## config.mk

```make
export PLATFORM = sky130hd
export DESIGN_NAME = au_op_issuer
export DESIGN_NICKNAME = d
export VERILOG_FILES = /design/src/rtl/au_pkg.sv /design/src/rtl/au_rsp_fifo.sv /design/src/rtl/au_op_issuer.sv
export SDC_FILE = /design/constraint.sdc
export NUM_CORES = 1
export LEC_CHECK = 0
export BUFFER_PORTS_ARGS = -buffer_cell sky130_fd_sc_hd__buf_2
export CORE_ASPECT_RATIO = 0.9
export CORE_UTILIZATION = 53
export CTS_BUF_LIST = sky130_fd_sc_hd__clkbuf_8 sky130_fd_sc_hd__clkbuf_16
export DETAILED_ROUTE_END_ITERATION = 6
export PLACE_DENSITY = 0.92
export SYNTH_ARGS = -nofsm -noshare
export SYNTH_HDL_FRONTEND = slang
export SYNTH_HIERARCHICAL = 1
export SYNTH_SLANG_ARGS = --single-unit
```

## constraint.sdc

```tcl
create_clock -name clk -period 3.3 [get_ports clk]
set_input_delay 0.66 -clock clk [delete_from_list [all_inputs] [get_ports clk]]
set_output_delay 0.66 -clock clk [all_outputs]
set_load 0.01 [all_outputs]
```

## src/rtl/au_pkg.sv

```systemverilog
// Shared types and helpers for the add/sub unit requester front end.
// Latency: n/a (declarations only).
// Backpressure: n/a (declarations only).
package au_pkg;

   localparam int AU_W = 32;

   // Packed so that {z,n,c,v} lands on bits [3:0] of the response flags.
   typedef struct packed {
      logic z;
      logic n;
      logic c;
      logic v;
   } au_flags_t;

   typedef enum logic [1:0] {
      IDLE  = 2'd0,
      ISSUE = 2'd1,
      WAIT  = 2'd2
   } au_issue_state_t;

   // Signed overflow from operand/result sign bits; a subtract overflows when
   // the operand signs differ and the result sign departs from A.
   function automatic logic au_overflow(input logic a_msb, input logic b_msb,
                                        input logic s_msb, input logic sub);
      if (sub) begin
         return (a_msb != b_msb) && (s_msb != a_msb);
      end
      return (a_msb == b_msb) && (s_msb != a_msb);
   endfunction

endpackage

```

## src/rtl/au_rsp_fifo.sv

```systemverilog
// In-order response FIFO, DEPTH entries of W bits, first-word-fall-through head.
// Latency: a pushed entry is visible at the head the cycle after the push edge.
// Backpressure: full_o reports no space; head data holds the last popped entry while empty.
module au_rsp_fifo #(
   parameter int W     = 8,
   parameter int DEPTH = 2
) (
   input  logic         clk,
   input  logic         rst_n,
   input  logic         push_i,
   input  logic [W-1:0] push_dat_i,
   input  logic         pop_i,
   output logic         full_o,
   output logic         vld_o,
   output logic [W-1:0] dat_o
);

   localparam int AW = (DEPTH > 1) ? $clog2(DEPTH) : 1;
   localparam int CW = AW + 1;

   logic [W-1:0]  mem_q [DEPTH];
   logic [AW-1:0] wr_ptr_q, rd_ptr_q;
   logic [CW-1:0] cnt_q, cnt_d;
   logic [W-1:0]  last_q;
   logic          do_push, do_pop;

   assign vld_o   = (cnt_q != '0);
   assign full_o  = (cnt_q == CW'(DEPTH));
   assign do_pop  = pop_i && vld_o;
   assign do_push = push_i && (!full_o || do_pop);
   assign cnt_d   = cnt_q + CW'(do_push) - CW'(do_pop);
   assign dat_o   = vld_o ? mem_q[rd_ptr_q] : last_q;

   // Pointers, occupancy and the value shown while empty.
   always_ff @(posedge clk or negedge rst_n) begin
      if (!rst_n) begin
         wr_ptr_q <= '0;
         rd_ptr_q <= '0;
         cnt_q    <= '0;
         last_q   <= '0;
      end else begin
         if (do_push) wr_ptr_q <= wr_ptr_q + AW'(1);
         if (do_pop) begin
            rd_ptr_q <= rd_ptr_q + AW'(1);
            last_q   <= mem_q[rd_ptr_q];
         end
         cnt_q <= cnt_d;
      end
   end

   // Storage array; never exposed while empty, so it needs no reset.
   always_ff @(posedge clk) begin
      if (do_push) mem_q[wr_ptr_q] <= push_dat_i;
   end

endmodule

```

## src/rtl/au_op_issuer.sv

```systemverilog
// Requester front end for the 32-bit add/sub unit: issue op, capture sum/carry, queue flagged response.
// Latency: 1 op per 3 cycles; response at the FIFO head in the third cycle after the accept cycle.
// Backpressure: req_ready only in IDLE with FIFO space; optional saturation under macro AU_SAT_EN.
module au_op_issuer
   import au_pkg::*;
#(
   parameter int TAG_W     = 4,
   parameter int RSP_DEPTH = 2
) (
   input  logic             clk,
   input  logic             rst_n,
   input  logic             req_valid,
   output logic             req_ready,
   input  logic [31:0]      req_a,
   input  logic [31:0]      req_b,
   input  logic             req_sub,
   input  logic             req_sat,
   input  logic [TAG_W-1:0] req_tag,
   output logic [31:0]      au_a,
   output logic [31:0]      au_b,
   output logic             au_ctrl,
   output logic             au_enabled,
   input  logic [31:0]      au_s,
   input  logic             au_cout,
   output logic             rsp_valid,
   input  logic             rsp_ready,
   output logic [31:0]      rsp_result,
   output logic [3:0]       rsp_flags,
   output logic [TAG_W-1:0] rsp_tag
);

   localparam int RSP_W = AU_W + 4 + TAG_W;

   au_issue_state_t   state_q, state_d;
   logic [AU_W-1:0]   a_q, b_q;
   logic              ctrl_q;
   logic [TAG_W-1:0]  tag_q;
   logic              carry_q;
   logic              accept, push, fifo_full, ovf;
   logic [AU_W-1:0]   result;
   au_flags_t         flags;
   logic [RSP_W-1:0]  rsp_dat;

`ifdef AU_SAT_EN
   logic              sat_q;
`else
   logic              sat_unused;
   assign sat_unused = req_sat;
`endif

   assign au_a    = a_q;
   assign au_b    = b_q;
   assign au_ctrl = ctrl_q;

   // Issue sequencer: accept in IDLE, enable the unit for one cycle, collect in WAIT.
   always_comb begin
      state_d    = state_q;
      req_ready  = 1'b0;
      accept     = 1'b0;
      au_enabled = 1'b0;
      push       = 1'b0;
      case (state_q)
         IDLE: begin
            // rst_n gating keeps ready low for the whole reset, not just after it.
            req_ready = rst_n && !fifo_full;
            if (req_valid && req_ready) begin
               accept  = 1'b1;
               state_d = ISSUE;
            end
         end
         ISSUE: begin
            au_enabled = 1'b1;
            state_d    = WAIT;
         end
         WAIT: begin
            push    = 1'b1;
            state_d = IDLE;
         end
         default: state_d = IDLE;
      endcase
   end

   // Sequencer state register.
   always_ff @(posedge clk or negedge rst_n) begin
      if (!rst_n) state_q <= IDLE;
      else        state_q <= state_d;
   end

   // Operands stay put from one accept to the next; carry is taken while the
   // unit still sees the operands that produced it.
   always_ff @(posedge clk or negedge rst_n) begin
      if (!rst_n) begin
         a_q     <= '0;
         b_q     <= '0;
         ctrl_q  <= 1'b0;
         tag_q   <= '0;
         carry_q <= 1'b0;
`ifdef AU_SAT_EN
         sat_q   <= 1'b0;
`endif
      end else begin
         if (accept) begin
            a_q    <= req_a;
            b_q    <= req_b;
            ctrl_q <= req_sub;
            tag_q  <= req_tag;
`ifdef AU_SAT_EN
            sat_q  <= req_sat;
`endif
         end
         if (state_q == ISSUE) carry_q <= au_cout;
      end
   end

   // Result and flags from the registered sum, valid during WAIT.
   always_comb begin
      ovf    = au_overflow(a_q[AU_W-1], b_q[AU_W-1], au_s[AU_W-1], ctrl_q);
      result = au_s;
`ifdef AU_SAT_EN
      if (sat_q && ovf) begin
         result = a_q[AU_W-1] ? {1'b1, {(AU_W-1){1'b0}}} : {1'b0, {(AU_W-1){1'b1}}};
      end
`endif
      flags.z = (result == '0);
      flags.n = result[AU_W-1];
      flags.c = carry_q;
      flags.v = ovf;
   end

   au_rsp_fifo #(
      .W     (RSP_W),
      .DEPTH (RSP_DEPTH)
   ) u_rsp_fifo (
      .clk        (clk),
      .rst_n      (rst_n),
      .push_i     (push),
      .push_dat_i ({result, flags, tag_q}),
      .pop_i      (rsp_ready),
      .full_o     (fifo_full),
      .vld_o      (rsp_valid),
      .dat_o      (rsp_dat)
   );

   assign {rsp_result, rsp_flags, rsp_tag} = rsp_dat;

endmodule

```

==> Word-level counts from Yosys, hierarchy flattened <==
Memories as Yosys holds them, arrays and structs flattened.
Cells that the tools add are included.
{ "totals": {"ff_bits": 116, "n_memories": 1, "in_bits": 107, "word_cells": 46, "output_inout_bits": 108, "ramBits": 80} }
{ "mem_list": {"columns": ["memory", "words", "width", "rd", "rd_clocked_by_memory_dff", "write_ports", "line_no", "source"], "rows": [
  ["u_rsp_fifo.mem_q", 2, 40, 1, 0, 1, "au_rsp_fifo.sv:21", "logic [W-1:0] mem_q [DEPTH];"]
]} }
{ "classes": {"eq_ne": 7, "n_mux": 13, "reduce_logical": 11, "n_addsub": 4} }
{ "op_table": {"columns": ["operator", "count"], "rows": [
  ["2-to-1 mux 40 bit", 1],
  ["logical NOT 32 bit", 1],
  ["2-to-1 mux 1 bit", 10],
  ["logical AND 1 bit", 6],
  ["equality test 2 bit (second input constant)", 2],
  ["one-hot mux 2 bit (2 select lines)", 1],
  ["adder 1 bit (second input constant)", 2],
  ["adder 2 x 1 -> 2 bit", 1],
  ["equality test 2 x 1 -> 1 bit (second input constant)", 1],
  ["logical NOT 2 bit", 1],
  ["2-to-1 mux 2 bit", 1],
  ["inequality test 1 bit", 2],
  ["inequality test 2 bit (second input constant)", 1],
  ["nonzero test 2 bit", 1],
  ["subtractor 2 x 1 -> 2 bit", 1],
  ["equality test 1 bit", 1],
  ["logical NOT 1 bit", 1],
  ["logical OR 1 bit", 1]
]} }

==> Depth between registers and ports, before layout <==
Gate-level depths: netlist of the first run.
{ "logic_depth": {"word_depth": 6, "depth_mapped": 7, "depth_no_buf": 7} }

==> By module <==
The synthesis of the first run kept the hierarchy.
{ "modules_own_cells": {"columns": ["mod", "seq_area_each_um2", "n_inst", "cells_each", "area_each_um2"], "rows": [
  ["au_rsp_fifo", 3503.4, 1, 365, 5166.2],
  ["au_op_issuer", 1801.7, 1, 170, 3076.7]
]} }

==> Least setup slack after synthesis of the first run <==
OpenSTA, ideal clock, no wires.
{ "synth_path": {"kind": "reg-to-reg", "from": "register state_q[1]", "to": "memory u_rsp_fifo/mem_q[0][0] in the netlist's numbering, enable pin", "setup_ns": 0.437, "synth_period_minus_slack_ns": 2.988, "arrival_time_ns": 2.550, "path_buffers": 0, "setup_slack_ns": 0.312, "stages_incl_launch_ff": 4, "cell_sequence": "dfrtp_1 nor2b_1 nand2_1 nor2_1"} }
{ "synth_between": {"elab_chain_cells": 5} }
{ "synth_rtl": {"columns": ["element", "line_no", "source"], "rows": [
  ["start, declared", "au_op_issuer.sv:34", "au_issue_state_t state_q, state_d;"],
  ["start signal, assigned", "au_op_issuer.sv:86", "else state_q <= state_d;"],
  ["equality test 2 bit", "au_op_issuer.sv:62", "case (state_q)"],
  ["2-to-1 mux 1 bit", "au_op_issuer.sv:62", null],
  ["net push", "au_op_issuer.sv:39", "logic accept, push, fifo_full, ovf;"],
  ["logical AND 1 bit", "au_rsp_fifo.sv:30", "assign do_push = push_i && (!full_o || do_pop);"],
  ["2-to-1 mux 1 bit", "au_rsp_fifo.sv:53", "if (do_push) mem_q[wr_ptr_q] <= push_dat_i;"],
  ["2-to-1 mux 1 bit (implied by the code)", "au_rsp_fifo.sv:53", null],
  ["end, declared", "au_rsp_fifo.sv:21", null]
]} }
The timed path passes the listed nets, and every way through them passes these cells.

==> Worst setup path after layout of the first run <==
{ "layout_path": {"from": "register u_rsp_fifo.rd_ptr_q", "to": "output rsp_flags[2]"} }
{ "layout_between": {"elab_chain_cells": 2} }
{ "layout_rtl": {"columns": ["element", "line_no", "source"], "rows": [
  ["start, declared", "au_rsp_fifo.sv:22", "logic [AW-1:0] wr_ptr_q, rd_ptr_q;"],
  ["start signal, assigned", "au_rsp_fifo.sv:44", "rd_ptr_q <= rd_ptr_q + AW'(1);"],
  ["memory read (2 x 40 bit)", null, null],
  ["2-to-1 mux 40 bit", "au_rsp_fifo.sv:32", "assign dat_o = vld_o ? mem_q[rd_ptr_q] : last_q;"],
  ["end, declared", "au_op_issuer.sv:28", "output logic [3:0] rsp_flags,"]
]} }
No other way between the ends.

==> out/summary.log, run 1 <==
[outcome] run status finished clean
[logic_synthesis] Top FF cell, synth dfrtp_1
[route] Total Wirelength 16.5 mm
[setup_path] number of buffers and inverters on the critical path 2
[logic_synthesis] synthesized netlist net count 643
[setup_path] Crit. End Element primary output
[clock_network] clock-pin slew reported for the worst setup and hold paths after clock tree synthesis 0.07 ns
[route] Iter 0 DRT Violations 154
[global_route] antenna violations before repair 2
[route] routed wirelength normalized by instance count 17.2 um
[setup_path] cell type of the slowest stage on the worst timing path dfrtp_2
[logic_synthesis] number of warnings reported in the yosys synthesis log 6
[clock_network] number of buffers created by CTS 17
[placed_design] detailed-placement wirelength estimate 11.8 mm
[min_path] Hold WC Path Type in2async
[logic_synthesis] Cell Area, Synth 0.00824 sq mm
[sta] Worst slew margin 38.5%
[floorplanning] total die area 0.0161 sq mm
[logic_synthesis] count leader, synth dfrtp_1
[final_layout] total number of nets in the final design 854
[clock_network] number of buffers added for setup after CTS 0
[final_layout] total area of sequential cells 0.00531 sq mm
[setup_path] endpoint of the worst register-to-register path u_rsp_fifo/mem_q[1][34]$_DFFE_PP_
[floorplanning] initial cell density of the core 55.2%
[sta] part of the cycle the worst path needs 80.4%
[logic_synthesis] Mapped Cells 535
[clock_network] hold buffers post-CTS 0
[sta] PnR worst setup slack 0.648 ns
[job] max cap viols 0
[setup_path] endpoint required time on the critical path 2.64 ns
[placed_design] # port buffers 213
[setup_path] Worst Path Max Fanout 26
[logic_synthesis] portion of the post-synthesis area used by sequential elements 64.4%
[logic_synthesis] Synth cell types 31
[setup_path] worst reg2reg path startpoint state_q[1]$_DFFE_PN0P_
[clock_network] CTS HTree Levels 4
[placed_design] instance count after placement with tap cells included 925
[floorplanning] area of the core region 0.0149 sq mm
[clock_network] Bufs on Longest Clock Path 2
[setup_path] count of cells along the worst register-to-register path 3
[pwr] peak supply drop 0.000526 V
[setup_path] Crit Path Class reg2out
[route] DRC violations left 0
[sta] worst clock skew 0.00727 ns
[route] first-pass iteration count of the detailed router 4
[sta] final setup vio count 0
[logic_synthesis] ranking of synthesized cells by area dfrtp_1 (35%), edfxtp_1 (29%), mux2_4 (13%)
[logic_synthesis] syn_area_per_cell 15.4 sq um
[final_layout] fill cell total of the finished layout 1041
[clock_network] CTS sink count 196
[sta] RSZ-0062 raised after global routing no
[global_route] global-route wire length before repair 26.2 mm
[setup_path] critical path's top delay family flip-flops
[global_route] maximum number of pins on one net before global-route repair 82
[sta] count of pins over their slew limit 0
[setup_path] ordered cell list for the critical path buf_12 -> mux2i_1 -> a21oi_2 -> buf_2
[logic_synthesis] Async S/R FF share, synth 59.2%
[final_layout] layout overhead on the synthesized area 20.9%
[placed_design] pre-CTS worst setup slack 1.06 ns
[global_route] total overflow reported by the global router 0
[global_route] combined global-route utilization of all metal layers 21.7%
[sta] total negative setup slack 0 ns
[clock_network] Clock Latency Late Sink 0.42 ns
[global_route] via count of the first global-routing pass 5126
[final_layout] fraction of final layout cells sized beyond drive strength 1 53.6%
[sta] post-layout min period 2.65 ns
[placed_design] RD Place Congestion 0.754
[logic_synthesis] Synth area leader dfrtp_1
[final_layout] footprint of the multi-input gates 0.00268 sq mm
[clock_network] clock root buffer clkbuf_16
[setup_path] reg2reg setup slack 1.22 ns
[pwr] PD cells 957 mW/mm^2
[floorplanning] placement row count 42
[route] via count of the routed design 4864
[sta] number of failing hold endpoints at the final stage 0
[logic_synthesis] commonest cells in the netlist dfrtp_1 (116), edfxtp_1 (80), mux2_4 (69), nand2_1 (42)
[clock_network] TritonCTS clock tree done
[logic_synthesis] post-synthesis register bit count 196
[floorplanning] Die H 120 um
[floorplanning] io pins 215
[logic_synthesis] number of flops mapped to enable cells by yosys 80
[logic_synthesis] area share of the largest cell type after synthesis 35.2%
[route] antenna-violating nets left 0
[setup_path] biggest cell delay along the critical path 0.70 ns
[floorplanning] Chip Width 133 um
[sta] actual transition at the worst max-transition pin 0.922 ns
[final_layout] fin cells 959
[clock_network] Resize count post-CTS 0
[setup_path] Setup crit start kind flip-flop
[pwr] Lkg Pwr 4.56 nW
[setup_path] arrival time at the worst endpoint 1.99 ns
[route] drt via density 5.07
[sta] top achievable clock speed 377 MHz
==> layer usage <==
| metal | wire length, um | up-vias | GRT usage [%] | part of all wire (%) |
|---|---|---|---|---|
| li1 | - | 2323 | - | - |
| met1 | 6570 | 2370 | 25.4 | 40 |
| met2 | 8670 | 161 | 38.1 | 53 |
| met3 | 1060 | 10 | 6.42 | 6.4 |
| met4 | 192 | 0 | 7.53 | 1.2 |
| met5 | 0 | - | 0 | 0 |
==> power breakdown <==
| group | internal [mW] | switching, mW |
|---|---|---|
| clock | 0.970 | 0.889 |
| sequential | 3.39 | 0.573 |
| combinational | 1.83 | 1.88 |
| total | 6.19 | 3.35 |
==> cell type report <==
class	instances	area share, %
antenna	2	0.0502
clock buffer	17	4.27
clock inverter	15	1.09
inverter	1	0.0377
multi-input combinational	308	26.9
sequential	196	53.3
tap	198	2.49
timing repair buffer	222	11.9
==> flip-flops by register name, summed over array words and instances, names as in the netlist <==
register / count
tag_q: 4
u_rsp_fifo/mem_q: 80
u_rsp_fifo/cnt_q: 2
u_rsp_fifo/last_q: 40
au_a: 32
au_ctrl: 1
au_b: 32
u_rsp_fifo/wr_ptr_q: 1
carry_q: 1
state_q: 2
u_rsp_fifo/rd_ptr_q: 1
==> how the worst max path moves through the flow <==
stage                                         start                          endpoint  slack (ns)  cells after the start
global placement    u_rsp_fifo/rd_ptr_q$_DFFE_PN0N_                    rsp_result[14]        1.06                      4
detailed placement  u_rsp_fifo/rd_ptr_q$_DFFE_PN0N_                    rsp_result[10]        1.06                      4
floorplan                    state_q[1]$_DFFE_PN0P_  u_rsp_fifo/mem_q[0][0]$_DFFE_PP_        0.31                      3
finish              u_rsp_fifo/rd_ptr_q$_DFFE_PN0N_                      rsp_flags[2]        0.65                      4
CTS                 u_rsp_fifo/rd_ptr_q$_DFFE_PN0N_                    rsp_result[10]        0.60                      4
global route        u_rsp_fifo/rd_ptr_q$_DFFE_PN0N_                      rsp_flags[2]        0.53                      4
==> per-stage QoR <==
| step | hold WS [ns] | util (%) | instance area, sq um | power, mW |
|---|---|---|---|---|
| after floorplan | 0.364 | - | 8240 | 6.56 |
| after global placement | 0.454 | 63.2 | 9430 | 7.61 |
| final | 0.389 | 66.8 | 9960 | 9.54 |
| after global routing | 0.421 | 66.8 | 9960 | 10.1 |
| after CTS | 0.397 | 66.7 | 9960 | 9.65 |
| after detailed placement | 0.472 | 63.2 | 9430 | 7.76 |
==> cells in the final DEF, fill, tap and decap left out, types with 5 or more instances in the layout <==
cell type | synthesis | final
a21oi_2 | 40 | 40
nor4_1 | 8 | 8
buf_4 | 4 | 6
buf_2 | 7 | 212
nor2_2 | 39 | 39
nor2_1 | 6 | 5
clkinvlp_4 | 0 | 5
o21ai_0 | 39 | 39
edfxtp_1 | 80 | 80
clkbuf_16 | 0 | 17
mux2i_1 | 40 | 40
dfrtp_1 | 116 | 115
mux2_4 | 69 | 69
nand2_1 | 42 | 42
==> kinds of logic after synthesis <==
family | count (synthesis) | synth area share [%]
fa+ha+maj | 1 | 0.152
mux | 110 | 17.6
buf+inv | 31 | 3.25
simple gates | 108 | 7.03
compound gates | 83 | 7.01
xor+xnor | 6 | 0.638
flops | 196 | 64.4
Note: power is estimated with default switching activity, not from simulation.
==> run 2, diff against run 1 <==
- ABC_AREA: not set -> 1
- CORE_UTILIZATION: 53 -> 48
- PLACE_DENSITY: 0.92 -> 0.89
- clock period: 3.3 -> 2.26 ns (I/O delays scaled with it)
==> run 2 against run 1 <==
  * Sequential power rose by 37%
  * Design area barely moved
  * Wire length rose by 4.7%
  * Largest cell class unchanged
  * Combinational power rose by 37%
  * Critical endpoint is now rsp_result[30]
  * The run now ends with design-rule violations left
  * Area after synthesis fell by 2.4%
==> out/summary.log, run 2 <==
[outcome] run status finished with violations
[outcome] violations in the final reports design-rule violations
[logic_synthesis] portion of the post-synthesis area used by sequential elements 65.9%
[sta] post-layout min period 2.15 ns
[sta] final setup vio count 0
[job] max cap viols 0
[final_layout] summed area of non-filler cells in the final layout 0.00996 sq mm
[logic_synthesis] Cell Area, Synth 0.00805 sq mm
[logic_synthesis] main combinational cell family by area after synthesis simple AND/OR/NAND/NOR gates
[global_route] total overflow reported by the global router 0
[setup_path] Crit. End Element primary output
[logic_synthesis] adder-cell area share of the yosys netlist 0.156%
[pwr] part of the power in registers 40.1%
[final_layout] register ranked first by flip-flop count u_rsp_fifo/mem_q
[route] DRC violations left 32
[global_route] combined global-route utilization of all metal layers 20.8%
[sta] Hold Slack 0.138 ns
[pwr] Lkg Pwr 5.09 nW
[logic_synthesis] synthesized netlist net count 956
[sta] total negative setup slack 0 ns
[clock_network] Clock Latency Late Sink 0.42 ns
[floorplanning] placement row count 44
[logic_synthesis] number of flops mapped to enable cells by yosys 80
[logic_synthesis] Synth area leader dfrtp_1
[setup_path] critical path's top delay family buffers and inverters
[logic_synthesis] number of warnings reported in the yosys synthesis log 6
[route] antenna-violating nets left 0
[sta] RSZ-0062 raised after global routing no
[sta] Worst slew margin 54.6%
[placed_design] placed instance area 0.00930 sq mm
[pwr] P_int 8.50 mW
[floorplanning] Die H 125 um
[setup_path] count of cells along the worst register-to-register path 9
[clock_network] CTS HTree Levels 4
[final_layout] registers with the most flip-flops u_rsp_fifo/mem_q: 80 flops, u_rsp_fifo/last_q: 40 flops
[final_layout] fraction of final layout cells sized beyond drive strength 1 25.6%
[placed_design] detailed-placement wirelength estimate 11.7 mm
[route] routed wirelength normalized by instance count 13.5 um
[route] Iter 0 DRT Violations 381
[placed_design] RD Place Congestion 0.771
[setup_path] arrival time at the worst endpoint 1.70 ns
[placed_design] # port buffers 213
[setup_path] number of cells on the critical path 5
[final_layout] most frequent standard cell in the layout excluding fill and tap cells nand2_1
[clock_network] Bufs on Longest Clock Path 2
[clock_network] TritonCTS clock tree done
[route] drt via density 4.80
[logic_synthesis] multiplexer fraction of the synthesized cell area 0%
[pwr] PD cells 1360 mW/mm^2
[final_layout] total number of nets in the final design 1169
[route] first-pass iteration count of the detailed router 7
[pwr] switching power summed over all nets 5.04 mW
[setup_path] endpoint of the worst register-to-register path tag_q[3]$_DFFE_PN0P_
[setup_path] ordered cell list for the critical path inv_1 -> nand2_4 -> buf_12 -> o21ai_0 -> buf_2
[logic_synthesis] Async S/R FF share, synth 59.2%
[setup_path] Setup crit start kind flip-flop
[setup_path] CP Launch Point u_rsp_fifo/cnt_q[0]$_DFF_PN0_
[global_route] global-route wire length before repair 28.0 mm
[clock_network] CTS sink count 196
[setup_path] CP Capture Point rsp_result[30]
[sta] worst clock skew 0.00888 ns
[route] Total Wirelength 17.3 mm
[setup_path] Worst Path Max Fanout 36
[setup_path] reg2reg setup slack 0.50 ns
[pwr] peak supply drop 0.000694 V
[placed_design] instance count after placement with tap cells included 1244
[final_layout] max reg flops 80
[setup_path] cell type of the slowest stage on the worst timing path dfrtp_1
[global_route] antenna violations before repair 1
[logic_synthesis] area share of the largest cell type after synthesis 36.1%
[clock_network] number of buffers created by CTS 17
[route] via count of the routed design 6155
[logic_synthesis] syn_area_per_cell 9.49 sq um
[logic_synthesis] ranking of synthesized cells by area dfrtp_1 (36%), edfxtp_1 (30%), nand2_1 (20%)
[setup_path] worst reg2reg path startpoint u_rsp_fifo/cnt_q[0]$_DFF_PN0_
[pwr] sw frac 37.2%
[setup_path] endpoint required time on the critical path 1.81 ns
[logic_synthesis] commonest cells in the netlist nand2_1 (438), dfrtp_1 (116), edfxtp_1 (80), o21ai_0 (68), inv_1 (53)
[sta] number of failing hold endpoints at the final stage 0
[logic_synthesis] count leader, synth nand2_1
[global_route] maximum number of pins on one net before global-route repair 117
[logic_synthesis] post-synthesis compound-gate area fraction 5.04%
[final_layout] highest-count cells in the layout ignoring fill and taps nand2_1 (437), buf_2 (212), dfrtp_1 (116)
[sta] top achievable clock speed 464 MHz
[final_layout] fin cells 1282
[clock_network] clock root buffer clkbuf_16
[floorplanning] initial cell density of the core 49.5%
[logic_synthesis] Mapped Cells 848
[final_layout] layout overhead on the synthesized area 23.8%
[floorplanning] io pins 215
[logic_synthesis] Synth Area in XOR/XNOR 0.109%
[floorplanning] area of the core region 0.0162 sq mm
[pwr] Comb power frac 37.5%
[setup_path] Crit Path Class reg2out
[logic_synthesis] area fraction in and, or, nand and nor cells after synthesis 22.6%
[min_path] Hold WC Path Type in2async
[setup_path] number of buffers and inverters on the critical path 3
[sta] actual transition at the worst max-transition pin 0.682 ns
[sta] part of the cycle the worst path needs 95.3%
[logic_synthesis] post-synthesis register bit count 196
[clock_network] clock-pin slew reported for the worst setup and hold paths after clock tree synthesis 0.07 ns
[floorplanning] total die area 0.0173 sq mm
[floorplanning] Chip Width 138 um
[logic_synthesis] Top FF cell, synth dfrtp_1
[global_route] via count of the first global-routing pass 5728
[setup_path] biggest cell delay along the critical path 0.42 ns
[pwr] total power after layout 13.5 mW
[sta] count of pins over their slew limit 0
[logic_synthesis] Synth cell types 19
[pwr] portion of total power attributed to the clock network 22.3%
==> run 2: cell type report <==
class                   count  area [sq um]
repair buffers            234          1320
diodes                      1          2.50
fillers                  1254          6280
flip-flops and latches    196          5310
clock inverters            13           128
clock buffers              19           475
inverters                  56           210
multi-input cells         556          2260
well taps                 207           259
==> run 2: power groups by stage <==
stage          clock network, mW  logic, mW  registers, mW
2_1_floorplan                  0       2.89           5.70
3_3_place_gp                   0       4.85           5.44
3_5_place_dp                   0       5.01           5.46
4_1_cts                     3.07       5.02           5.44
5_1_grt                     3.22       5.70           5.56
6_report                    3.03       5.08           5.44
==> run 2: kinds of logic (layout without fill, tap and decap cells) <==
logic type / count (synthesis) / after routing
compound gates: 81 / 81
xor+xnor: 1 / 1
fa+ha+maj: 1 / 1
flops: 196 / 196
buf+inv: 96 / 322
simple gates: 473 / 473
other cells: 0 / 1
==> run 2: metrics by stage <==
stage                     util [%]  worst slack, ns
after global routing          61.3           0.0162
after floorplan                  -           0.0810
after global placement        57.3            0.402
final                         61.3            0.106
after CTS                     61.0           0.0406
after detailed placement      57.3            0.361
==> run 2: worst reg2reg max path: cells and delay by family, from the launching register on <==
| family | cells | cell delay, ns |
|---|---|---|
| AND/OR/NAND/NOR | 5 | 0.46 |
| buffers and inverters | 4 | 0.84 |
| flip-flops | 1 | 0.41 |
==> run 2: what timing repair did <==
| action | in CTS | in global routing |
|---|---|---|
| hold endpoints to repair | 0 | 0 |
| hold buffers | 0 | 0 |
| pin swaps | 0 | 1 |
| setup endpoints to repair | 11 | 14 |
| setup buffers | 0 | 5 |
| resized for setup | 2 | 2 |
==> run 2: worst min-delay path by stage <==
stage                    startpoint                                end  slack [ns]
2_1_floorplan                 rst_n                au_a[0]$_DFFE_PN0P_        0.16
3_3_place_gp   tag_q[3]$_DFFE_PN0P_   u_rsp_fifo/mem_q[0][3]$_DFFE_PP_        0.45
3_5_place_dp   au_a[10]$_DFFE_PN0P_               au_a[10]$_DFFE_PN0P_        0.46
4_1_cts                       rst_n  u_rsp_fifo/last_q[20]$_DFFE_PN0N_        0.19
5_1_grt                       rst_n   u_rsp_fifo/last_q[9]$_DFFE_PN0N_        0.18
6_report                      rst_n  u_rsp_fifo/last_q[39]$_DFFE_PN0N_        0.14
==> run 2: layer usage <==
metal	routed length [um]	vias up	share of wire, %	GRT usage (%)
met1	7250	2838	42	26.7
met3	1340	12	7.7	5.15
met4	180	0	1.0	5.88
met2	8510	222	49	34.8
li1	-	3083	-	-
met5	0	-	0	0
